$ cat src/rtl/fetch_stage.sv
// Instruction fetch stage: owns the PC, issues word requests over a
// req/gnt/rvalid bus and buffers returned words in an in-order FIFO for decode.
module fetch_stage #(
    parameter logic [31:0] RESET_PC   = 32'h0000_0000,
    parameter int unsigned FIFO_DEPTH = 4
) (
    input  logic        clk,
    input  logic        rst_n,
    output logic        imem_req,
    output logic [31:0] imem_addr,
    input  logic        imem_gnt,
    input  logic        imem_rvalid,
    input  logic [31:0] imem_rdata,
    input  logic        redirect,
    input  logic [31:0] redirect_pc,
    input  logic        id_ready,
    output logic        id_valid,
    output logic [31:0] id_instr,
    output logic [31:0] id_pc,
    output logic [24:0] id_raw_imm
);

    localparam int unsigned PW      = (FIFO_DEPTH > 1) ? $clog2(FIFO_DEPTH) : 1;
    localparam int unsigned CW      = PW + 1;
    localparam logic [31:0] NOP_INSTR = 32'h0000_0013;

    typedef enum logic [1:0] {
        S_IDLE  = 2'd0,
        S_FETCH = 2'd1,
        S_FLUSH = 2'd2
    } state_e;

    state_e        state_q, state_d;
    logic [31:0]   pc_q, pc_d;
    logic [CW-1:0] out_q, out_d;
    logic [CW-1:0] kill_q, kill_d;
    logic [CW-1:0] count_q, count_d;
    logic [PW-1:0] rd_ptr_q, rd_ptr_d;
    logic [PW-1:0] wr_ptr_q, wr_ptr_d;
    logic [PW-1:0] tag_rd_q, tag_rd_d;
    logic [PW-1:0] tag_wr_q, tag_wr_d;
    logic [31:0]   fifo_instr_q [FIFO_DEPTH];
    logic [31:0]   fifo_instr_d [FIFO_DEPTH];
    logic [31:0]   fifo_pc_q    [FIFO_DEPTH];
    logic [31:0]   fifo_pc_d    [FIFO_DEPTH];
    logic [31:0]   tag_q        [FIFO_DEPTH];
    logic [31:0]   tag_d        [FIFO_DEPTH];

    logic          pop;
    logic          push;
    logic          grant;
    logic [CW-1:0] occupancy;
    logic [CW-1:0] kill_next;

    // Low PC bits of a redirect target are discarded by design.
    logic unused_redirect_lsbs;
    assign unused_redirect_lsbs = ^redirect_pc[1:0];

    // Decode-facing head of the buffer; NOP and PC 0 when empty.
    always_comb begin
        id_valid   = (count_q != '0);
        id_instr   = id_valid ? fifo_instr_q[rd_ptr_q] : NOP_INSTR;
        id_pc      = id_valid ? fifo_pc_q[rd_ptr_q] : 32'h0;
        id_raw_imm = id_instr[31:7];
    end

    // Request issue: only in FETCH, never during redirect, and only with room for the reply.
    always_comb begin
        pop       = id_valid & id_ready;
        occupancy = out_q + count_q - CW'(pop);
        imem_req  = (state_q == S_FETCH) & ~redirect & (occupancy < CW'(FIFO_DEPTH));
        imem_addr = pc_q;
        grant     = imem_req & imem_gnt;
        push      = imem_rvalid & (kill_q == '0) & (state_q != S_FLUSH) & (out_q != '0) & ~redirect;
    end

    // Next-state, PC, counters, tag queue and FIFO update; redirect overrides everything.
    always_comb begin
        state_d      = state_q;
        pc_d         = pc_q;
        out_d        = out_q;
        kill_d       = kill_q;
        count_d      = count_q;
        rd_ptr_d     = rd_ptr_q;
        wr_ptr_d     = wr_ptr_q;
        tag_rd_d     = tag_rd_q;
        tag_wr_d     = tag_wr_q;
        fifo_instr_d = fifo_instr_q;
        fifo_pc_d    = fifo_pc_q;
        tag_d        = tag_q;
        kill_next    = '0;

        case (state_q)
            S_IDLE: state_d = S_FETCH;
            S_FETCH: begin
                if (redirect) begin
                    kill_next = out_q - CW'(imem_rvalid && (out_q != '0));
                    kill_d    = kill_next;
                    if (kill_next != '0) state_d = S_FLUSH;
                end
            end
            S_FLUSH: begin
                if (imem_rvalid && (kill_q != '0)) begin
                    kill_d = kill_q - CW'(1);
                    if (kill_q == CW'(1)) state_d = S_FETCH;
                end
            end
            default: state_d = S_IDLE;
        endcase

        if (grant) begin
            tag_d[tag_wr_q] = pc_q;
            tag_wr_d        = tag_wr_q + PW'(1);
            pc_d            = pc_q + 32'd4;
            out_d           = out_d + CW'(1);
        end

        if (push) begin
            fifo_instr_d[wr_ptr_q] = imem_rdata;
            fifo_pc_d[wr_ptr_q]    = tag_q[tag_rd_q];
            wr_ptr_d               = wr_ptr_q + PW'(1);
            tag_rd_d               = tag_rd_q + PW'(1);
            out_d                  = out_d - CW'(1);
        end

        if (pop) rd_ptr_d = rd_ptr_q + PW'(1);
        count_d = count_q + CW'(push) - CW'(pop);

        if (redirect) begin
            pc_d     = {redirect_pc[31:2], 2'b00};
            out_d    = '0;
            count_d  = '0;
            rd_ptr_d = '0;
            wr_ptr_d = '0;
            tag_rd_d = '0;
            tag_wr_d = '0;
        end
    end

    // State registers with synchronous active-low reset.
    always_ff @(posedge clk) begin
        if (!rst_n) begin
            state_q      <= S_IDLE;
            pc_q         <= RESET_PC;
            out_q        <= '0;
            kill_q       <= '0;
            count_q      <= '0;
            rd_ptr_q     <= '0;
            wr_ptr_q     <= '0;
            tag_rd_q     <= '0;
            tag_wr_q     <= '0;
            fifo_instr_q <= '{default: '0};
            fifo_pc_q    <= '{default: '0};
            tag_q        <= '{default: '0};
        end else begin
            state_q      <= state_d;
            pc_q         <= pc_d;
            out_q        <= out_d;
            kill_q       <= kill_d;
            count_q      <= count_d;
            rd_ptr_q     <= rd_ptr_d;
            wr_ptr_q     <= wr_ptr_d;
            tag_rd_q     <= tag_rd_d;
            tag_wr_q     <= tag_wr_d;
            fifo_instr_q <= fifo_instr_d;
            fifo_pc_q    <= fifo_pc_d;
            tag_q        <= tag_d;
        end
    end

endmodule
$ cat config.mk
export PLATFORM = sky130hd
export DESIGN_NAME = fetch_stage
export DESIGN_NICKNAME = d
export VERILOG_FILES = /design/src/rtl/fetch_stage.sv
export SDC_FILE = /design/constraint.sdc
export NUM_CORES = 1
export LEC_CHECK = 0
export ABC_AREA = 1
export CAP_MARGIN = 40
export CORE_MARGIN = 2
export CORE_UTILIZATION = 45
export DETAILED_ROUTE_END_ITERATION = 8
export GPL_ROUTABILITY_DRIVEN = 1
export PLACE_DENSITY = 0.65
export SETUP_SLACK_MARGIN = 0.02
export SYNTH_ARGS = -nofsm -noshare
export SYNTH_HDL_FRONTEND = slang
export SYNTH_SLANG_ARGS = --single-unit
$ cat constraint.sdc
create_clock -name clk -period 3.3 [get_ports clk]
set_input_delay 0.495 -clock clk [delete_from_list [all_inputs] [get_ports clk]]
set_output_delay 0.495 -clock clk [all_outputs]
set_load 0.05 [all_outputs]
==> results of run 1 <==
[cells by family (layout without fill, tap and decap cells)]
kind of cell,after synthesis,in the layout
and+or+nand+nor,1144,1144
other,1,5
muxes,1,1
adders and majority gates,21,21
AOI/OAI and AO/OA,835,835
xor gates and xnor gates,16,16
DFF,417,417
buffers and inverters,352,412
[registers in the layout (all words and copies together), names as in the netlist]
name / flops
tag_rd_q: 2
kill_q: 3
out_q: 3
fifo_instr_q: 128
imem_addr: 30
fifo_pc_q: 120
rd_ptr_q: 2
count_q: 3
state_q: 2
tag_wr_q: 2
wr_ptr_q: 2
tag_q: 120
[per-layer routing]
metal  vias up  routed length, um
li1       9101                  -
met4         0               1596
met5         -                  0
met2       594              27050
met1      8747              24670
met3        96               3285
[path summary, 6_finish.rpt]
path	startpoint	end	slack, ns	cells after the start
hold reg to reg	state_q[1]$_SDFFE_PN0P_	state_q[1]$_SDFFE_PN0P_	0.46	1
hold / removal	rst_n	imem_addr[2]$_SDFFE_PN0P_	0.46	3
setup / recovery	rd_ptr_q[0]$_SDFFE_PP0P_	id_pc[25]	0.17	6
setup reg to reg	out_q[1]$_SDFF_PP0_	out_q[2]$_SDFF_PP0_	0.65	20
[placed cells by master, fill, tap and decap left out, drive strengths merged, types with 2 or more instances in the layout]
master | synthesis | layout
clkinv | 1 | 14
dfxtp | 417 | 417
nor3 | 13 | 13
nand3b | 7 | 7
nand3 | 19 | 19
nand2 | 251 | 251
clkinvlp | 0 | 2
o22ai | 22 | 22
buf | 105 | 130
o311ai | 3 | 3
xor2 | 11 | 11
a21oi | 233 | 233
conb | 1 | 4
xnor2 | 5 | 5
clkdlybuf4s50 | 0 | 97
inv | 100 | 101
a32o | 8 | 8
clkbuf | 146 | 68
ha | 20 | 20
nor2 | 848 | 848
o21ai | 565 | 565
nand4 | 5 | 5
[final cells by class]
cell class              count  area, um2
multi-input cells        2021       9164
fillers                  3904      18730
repair buffers            228       3174
clock inverters            16      92.59
well taps                 539      674.4
diodes                      1      2.502
flip-flops and latches    417       8354
inverters                 101      381.6
clock buffers              67       1371
[worst reg2reg max path: cells and delay by family (launching register included)]
family | cells | cell delay (ns)
simple gates | 10 | 0.80
fa+ha+maj | 3 | 0.72
flops | 1 | 0.37
buf+inv | 5 | 0.36
compound gates | 1 | 0.15
xor+xnor | 1 | 0.14
[power breakdown]
group	switching (W)	leakage [nW]	total, W	internal (W)
logic	0.000691	4.95	0.00106	0.000364
registers	0.000122	3.37	0.00527	0.00515
clock network	0.00210	0.731	0.00497	0.00288
[synth_stat cells]
library cell / instances
conb_1: 1
fa_1: 1
nor2_2: 5
o21ai_0: 508
nand2_1: 246
xnor2_1: 5
inv_2: 11
o21bai_1: 1
nand4_1: 4
o31ai_1: 1
inv_4: 1
o22ai_1: 22
buf_4: 49
clkinv_1: 1
buf_6: 3
nor3_4: 1
a31oi_1: 1
nor2_1: 842
nand3_1: 16
nand2_2: 5
inv_1: 88
o311ai_0: 3
xor2_1: 11
nand3b_1: 7
buf_1: 5
a21boi_2: 1
nand4_4: 1
nor3_1: 12
buf_2: 48
dfxtp_1: 417
mux2_2: 1
a21oi_1: 233
o21ai_1: 57
nor2_4: 1
nand3_2: 3
a32o_1: 8
ha_1: 20
and2_1: 1
clkbuf_1: 146
[through the flow]
step | utilization | hold slack (ns)
floorplan | - | 0.4223
global placement | 0.5185 | 0.4352
detailed placement | 0.5185 | 0.4537
CTS | 0.5534 | 0.4365
global route | 0.5534 | 0.4859
finish | 0.5534 | 0.4613
==> flow_summary.toml, run 1 <==
[global_route]
met2_usage = 0.4352
busiest_layer = "met2"
groute.usage.overall = 0.2543
grt_pass1_wl_um = 91600
antenna_found_initial = 1
global_route.overflow_total = 0
grt_util_met3 = 0.03442
groute.layer.met1.usage = 0.3269
grt_max_degree = 150
vias_in_the_first_global_route = 17810

[sta]
final.period_utilization = 0.9494
finalSetupViolations = 0
final.setup_skew_ns = 0.01816
final_critical_path_setup_slack_ns = 0.1671
max_freq_mhz = 319.2
fin_crit_ns = 3.133
final-max-slew-violation-count = 0
rsz_0062_raised_after_global_routing = "no"
worst_pin_slew_ns = 0.8698
fin_tns_setup_ns = 0
finalHoldViolations = 0
max_slew_margin = 0.4128

[setup_path]
setup.worst_path.class = "reg -> out"
start_kind = "register"
timing.critical_path.arrival_ns = 2.64
cp.required_ns = 2.80
crit_path_end_kind = "output port"
timing.critical_path.fanout_max = 41
timing.critical_path.slowest_cell_delay_ns = 0.59
critPathBufInv = 2
cp_cell_sequence = "buf_4 -> nor2_1 -> nor2_1 -> o21ai_0 -> a21oi_1 -> buf_12"
critical_path.top_delay_family = "buffers and inverters"
cp_slowest_cell = "dfxtp_4"
critical_path.most_common_cell = "nor2_1"

[yosys]
yosys.area_share.adder = 0.01416
mappedNetlistArea_um2 = 19080
post_synth_xor_area_fraction = 0.007343
share_of_yosys_cell_area_claimed_by_the_top_area_cell_type = 0.4375
syn_avg_cell_area_um2 = 6.847
syn_inst = 2787
yosys.cell_types.count = 39
synth-seq-area-share = 0.4375
yosysTopAreaCell = "dfxtp_1"
largest_family_of_logic_cells_by_synthesized_area = "simple AND/OR/NAND/NOR gates"
post_synthesis_simple_gate_area_fraction = 0.2331
synth-seq-cells = 417
synth_compound_area_frac = 0.2238
yosys_warnings = 0
ys_top_cells_by_area = "dfxtp_1, nor2_1, o21ai_0"
yosys-mux-area-fraction = 0.0005901

[floorplan]
die_y_um = 209.9
number_of_core_rows = 75
initial_core_util = 0.4549
dieWidth_um = 209.9
core-area_um2 = 41950
dieArea_um2 = 44070
design.portCount = 193

[pwr]
worst_ir_drop_vdd_v = 0.0003227
total_leakage_power_nw = 9.051
total_power_w = 0.01130
pwr_dens_nw_per_um2 = 486.7

[cts]
post-cts-setup-buffer-count = 0
clock-root-buffer = "clkbuf_16"
cts_resized = 0
cts_tree = "built"
hold_buffer_count_at_cts = 0
cts_inserted_buffers = 45
clk_path_buf_depth = 3
number_of_clock_sinks = 417
cts_max_level = 2
clk_pin_slew_worst_paths_ns = 0.06
worst_skew_pair.late_latency_ns = 0.57

[placement]
dpl.cell_count = 3306
hpwlAfterDp_um = 33950
gp_routability_congestion = 0.8599
detailed_place.area_um2 = 21750
setup_slack_at_placement_ns = 0.3285
io_buffers = 186

[cells_and_area]
post_route_standard_cell_area_excluding_fillers_um2 = 23210
flow.area_growth_from_synthesis_pct = 21.65
layout-drive-gt1-share = 0.08456
finalNetCount = 2905
post_layout_nonfiller_instances = 3390

[min_path]
timing.hold.worst.class = "in -> reg"

[routing]
vias_per_cell = 5.468
drt_iter0_markers = 1472
drc_errors_left = 0
drt.antenna.violating_nets = 0
per_cell_routed_wire_length_um = 16.70
num_vias = 18540
detailed_routing_iterations_pass_1 = 5
detail_route.wirelength_um = 56610

[job]
max_cap_violations = 0

[outcome]
outcome = "finished, final reports clean"
Note: power is estimated with default switching activity, not from simulation.
==> run 2, diff against run 1 <==
--- a/config.mk
+++ b/config.mk
@@ -11,6 +11,7 @@
 export CORE_UTILIZATION = 45
 export DETAILED_ROUTE_END_ITERATION = 8
 export GPL_ROUTABILITY_DRIVEN = 1
+export GPL_TIMING_DRIVEN = 0
 export PLACE_DENSITY = 0.65
 export SETUP_SLACK_MARGIN = 0.02
 export SYNTH_ARGS = -nofsm -noshare
==> run 2 against run 1 <==
- maximum frequency shrank 3.5%
- sequential share of layout area up 0.21 points
- flip-flop and latch count is the same
==> flow_summary.toml, run 2 (synthesis results as in run 1) <==
[global_route]
antenna_found_initial = 1
grt_pass1_wl_um = 101700
vias_in_the_first_global_route = 18780
groute.usage.overall = 0.2897
grt_max_degree = 14
global_route.overflow_total = 0

[routing]
drc_errors_left = 0
detail_route.wirelength_um = 64920
drt.antenna.violating_nets = 0
vias_per_cell = 5.506
num_vias = 19820
detailed_routing_iterations_pass_1 = 6
drt_iter0_markers = 1998
per_cell_routed_wire_length_um = 18.03

[sta]
final.period_utilization = 0.9834
finalHoldViolations = 0
max_freq_mhz = 308.1
final-max-slew-violation-count = 0
fin_crit_ns = 3.245
worst_pin_slew_ns = 0.8975
final_critical_path_setup_slack_ns = 0.05481
max_slew_margin = 0.3971
rsz_0062_raised_after_global_routing = "yes"
finalSetupViolations = 0
final.setup_skew_ns = 0.01887

[cells_and_area]
register_with_the_most_flip_flops = "fifo_instr_q"
fillerInstances = 4116
layout-drive-gt1-share = 0.09147
post_route_standard_cell_area_excluding_fillers_um2 = 23080
finalNetCount = 3114
flow.area_growth_from_synthesis_pct = 20.92
largest_register_ffs = 128
largestRegisters = "fifo_instr_q (128), fifo_pc_q (120), tag_q (120)"
insertedDiodeCount = 0
most_common_cell_after_layout_fill_and_taps_aside = "nor2_1"
mostFrequentLayoutCells = "nor2_1, o21ai_0, dfxtp_1"

[floorplan]
dieWidth_um = 209.9
core-area_um2 = 41950
number_of_core_rows = 75
dieArea_um2 = 44070
die_y_um = 209.9
initial_core_util = 0.4549
design.portCount = 193

[cts]
clock-root-buffer = "clkbuf_16"
cts_max_level = 2
cts_tree = "built"
clk_path_buf_depth = 3
cts_inserted_buffers = 46
worst_skew_pair.late_latency_ns = 0.58
post-cts-setup-buffer-count = 0
clk_pin_slew_worst_paths_ns = 0.06
number_of_clock_sinks = 417

[setup_path]
timing.critical_path.fanout_max = 10
r2r.worst_path.cells = 20
timing.critical_path.arrival_ns = 2.75
start_kind = "register"
timing.critical_path.slowest_cell_delay_ns = 0.58
cp_cell_sequence = "clkbuf_4 -> clkbuf_2 -> nor2_1 -> nor2_1 -> o21ai_0 -> a21oi_1 -> dlygate4sd2_1"
critical_path_cell_count = 7
cp_slowest_cell = "dlygate4sd2_1"
critPathBufInv = 3
critical_path.most_common_cell = "nor2_1"
critical_path.top_delay_family = "buffers and inverters"
crit_path_end_kind = "output port"
cp.required_ns = 2.80
setup.worst_path.class = "reg -> out"

[pwr]
total_leakage_power_nw = 9.437
worst_ir_drop_vdd_v = 0.0005298
pwr_dens_nw_per_um2 = 513.4

[placement]
detailed_place.area_um2 = 21650
setup_slack_at_placement_ns = -0.6451
hpwlAfterDp_um = 47020
io_buffers = 186
gp_routability_congestion = 1.038

[job]
max_cap_violations = 0

[min_path]
min_delay_path_depth = 1
timing.hold.worst.class = "reg -> reg"

[outcome]
outcome = "finished, final reports clean"
## run 2: metrics by stage
step | power (W) | hold WS, ns | cells | utilization | setup TNS, ns
CTS | 0.01189 | 0.4573 | 3600 | 0.5532 | 0
finish | 0.01185 | 0.4638 | 3600 | 0.5501 | 0
global route | 0.01224 | 0.4963 | 3600 | 0.5501 | 0
global placement | 0.006482 | 0.4378 | 3515 | 0.5157 | -35.95
detailed placement | 0.006507 | 0.4466 | 3516 | 0.5160 | -36.72
floorplan | 0.006067 | 0.4223 | 2790 | - | 0
## run 2: layer usage
| metal | up-vias | wire, um | global-route usage | share of wire |
|---|---|---|---|---|
| met5 | - | 0 | 0 | 0 |
| met1 | 9313 | 27770 | 0.3871 | 0.43 |
| li1 | 9530 | - | - | - |
| met3 | 123 | 5361 | 0.04514 | 0.083 |
| met4 | 0 | 1959 | 0.1083 | 0.030 |
| met2 | 855 | 29820 | 0.4744 | 0.46 |
## run 2: path summary, 6_finish.rpt
kind                            startpoint                 endpoint  slack [ns]
setup / recovery  rd_ptr_q[0]$_SDFFE_PP0P_                id_pc[31]        0.05
hold / removal     state_q[1]$_SDFFE_PN0P_  state_q[1]$_SDFFE_PN0P_        0.46
setup reg to reg       out_q[1]$_SDFF_PP0_      out_q[2]$_SDFF_PP0_        0.47
hold reg to reg    state_q[1]$_SDFFE_PN0P_  state_q[1]$_SDFFE_PN0P_        0.46
## run 2: layout make-up
class	instances	area [um2]	share of cell area
clock buffer	71	1409	0.06105
tap	539	674.4	0.02923
buffer	249	1232	0.05341
clock inverter	15	192.7	0.008350
timing repair buffer	187	1662	0.07201
sequential	417	8353	0.3620
inverter	101	385.4	0.01670
multi-input combinational	2021	9168	0.3973
## run 2: power breakdown
part	internal, W	switching (W)	total (W)	leakage, nW
Sequential	0.00515	0.0000751	0.00522	3.37
Clock	0.00326	0.00217	0.00543	0.781
Combinational	0.000387	0.000805	0.00119	5.29
Total	0.00880	0.00305	0.0118	9.44
## run 2: timing repair
action	4_1_cts	5_1_grt
cloned	0	0
hold buffers	0	0
endpoints found under the hold margin	0	0
setup endpoints to repair	89	44
gates resized for setup	144	84
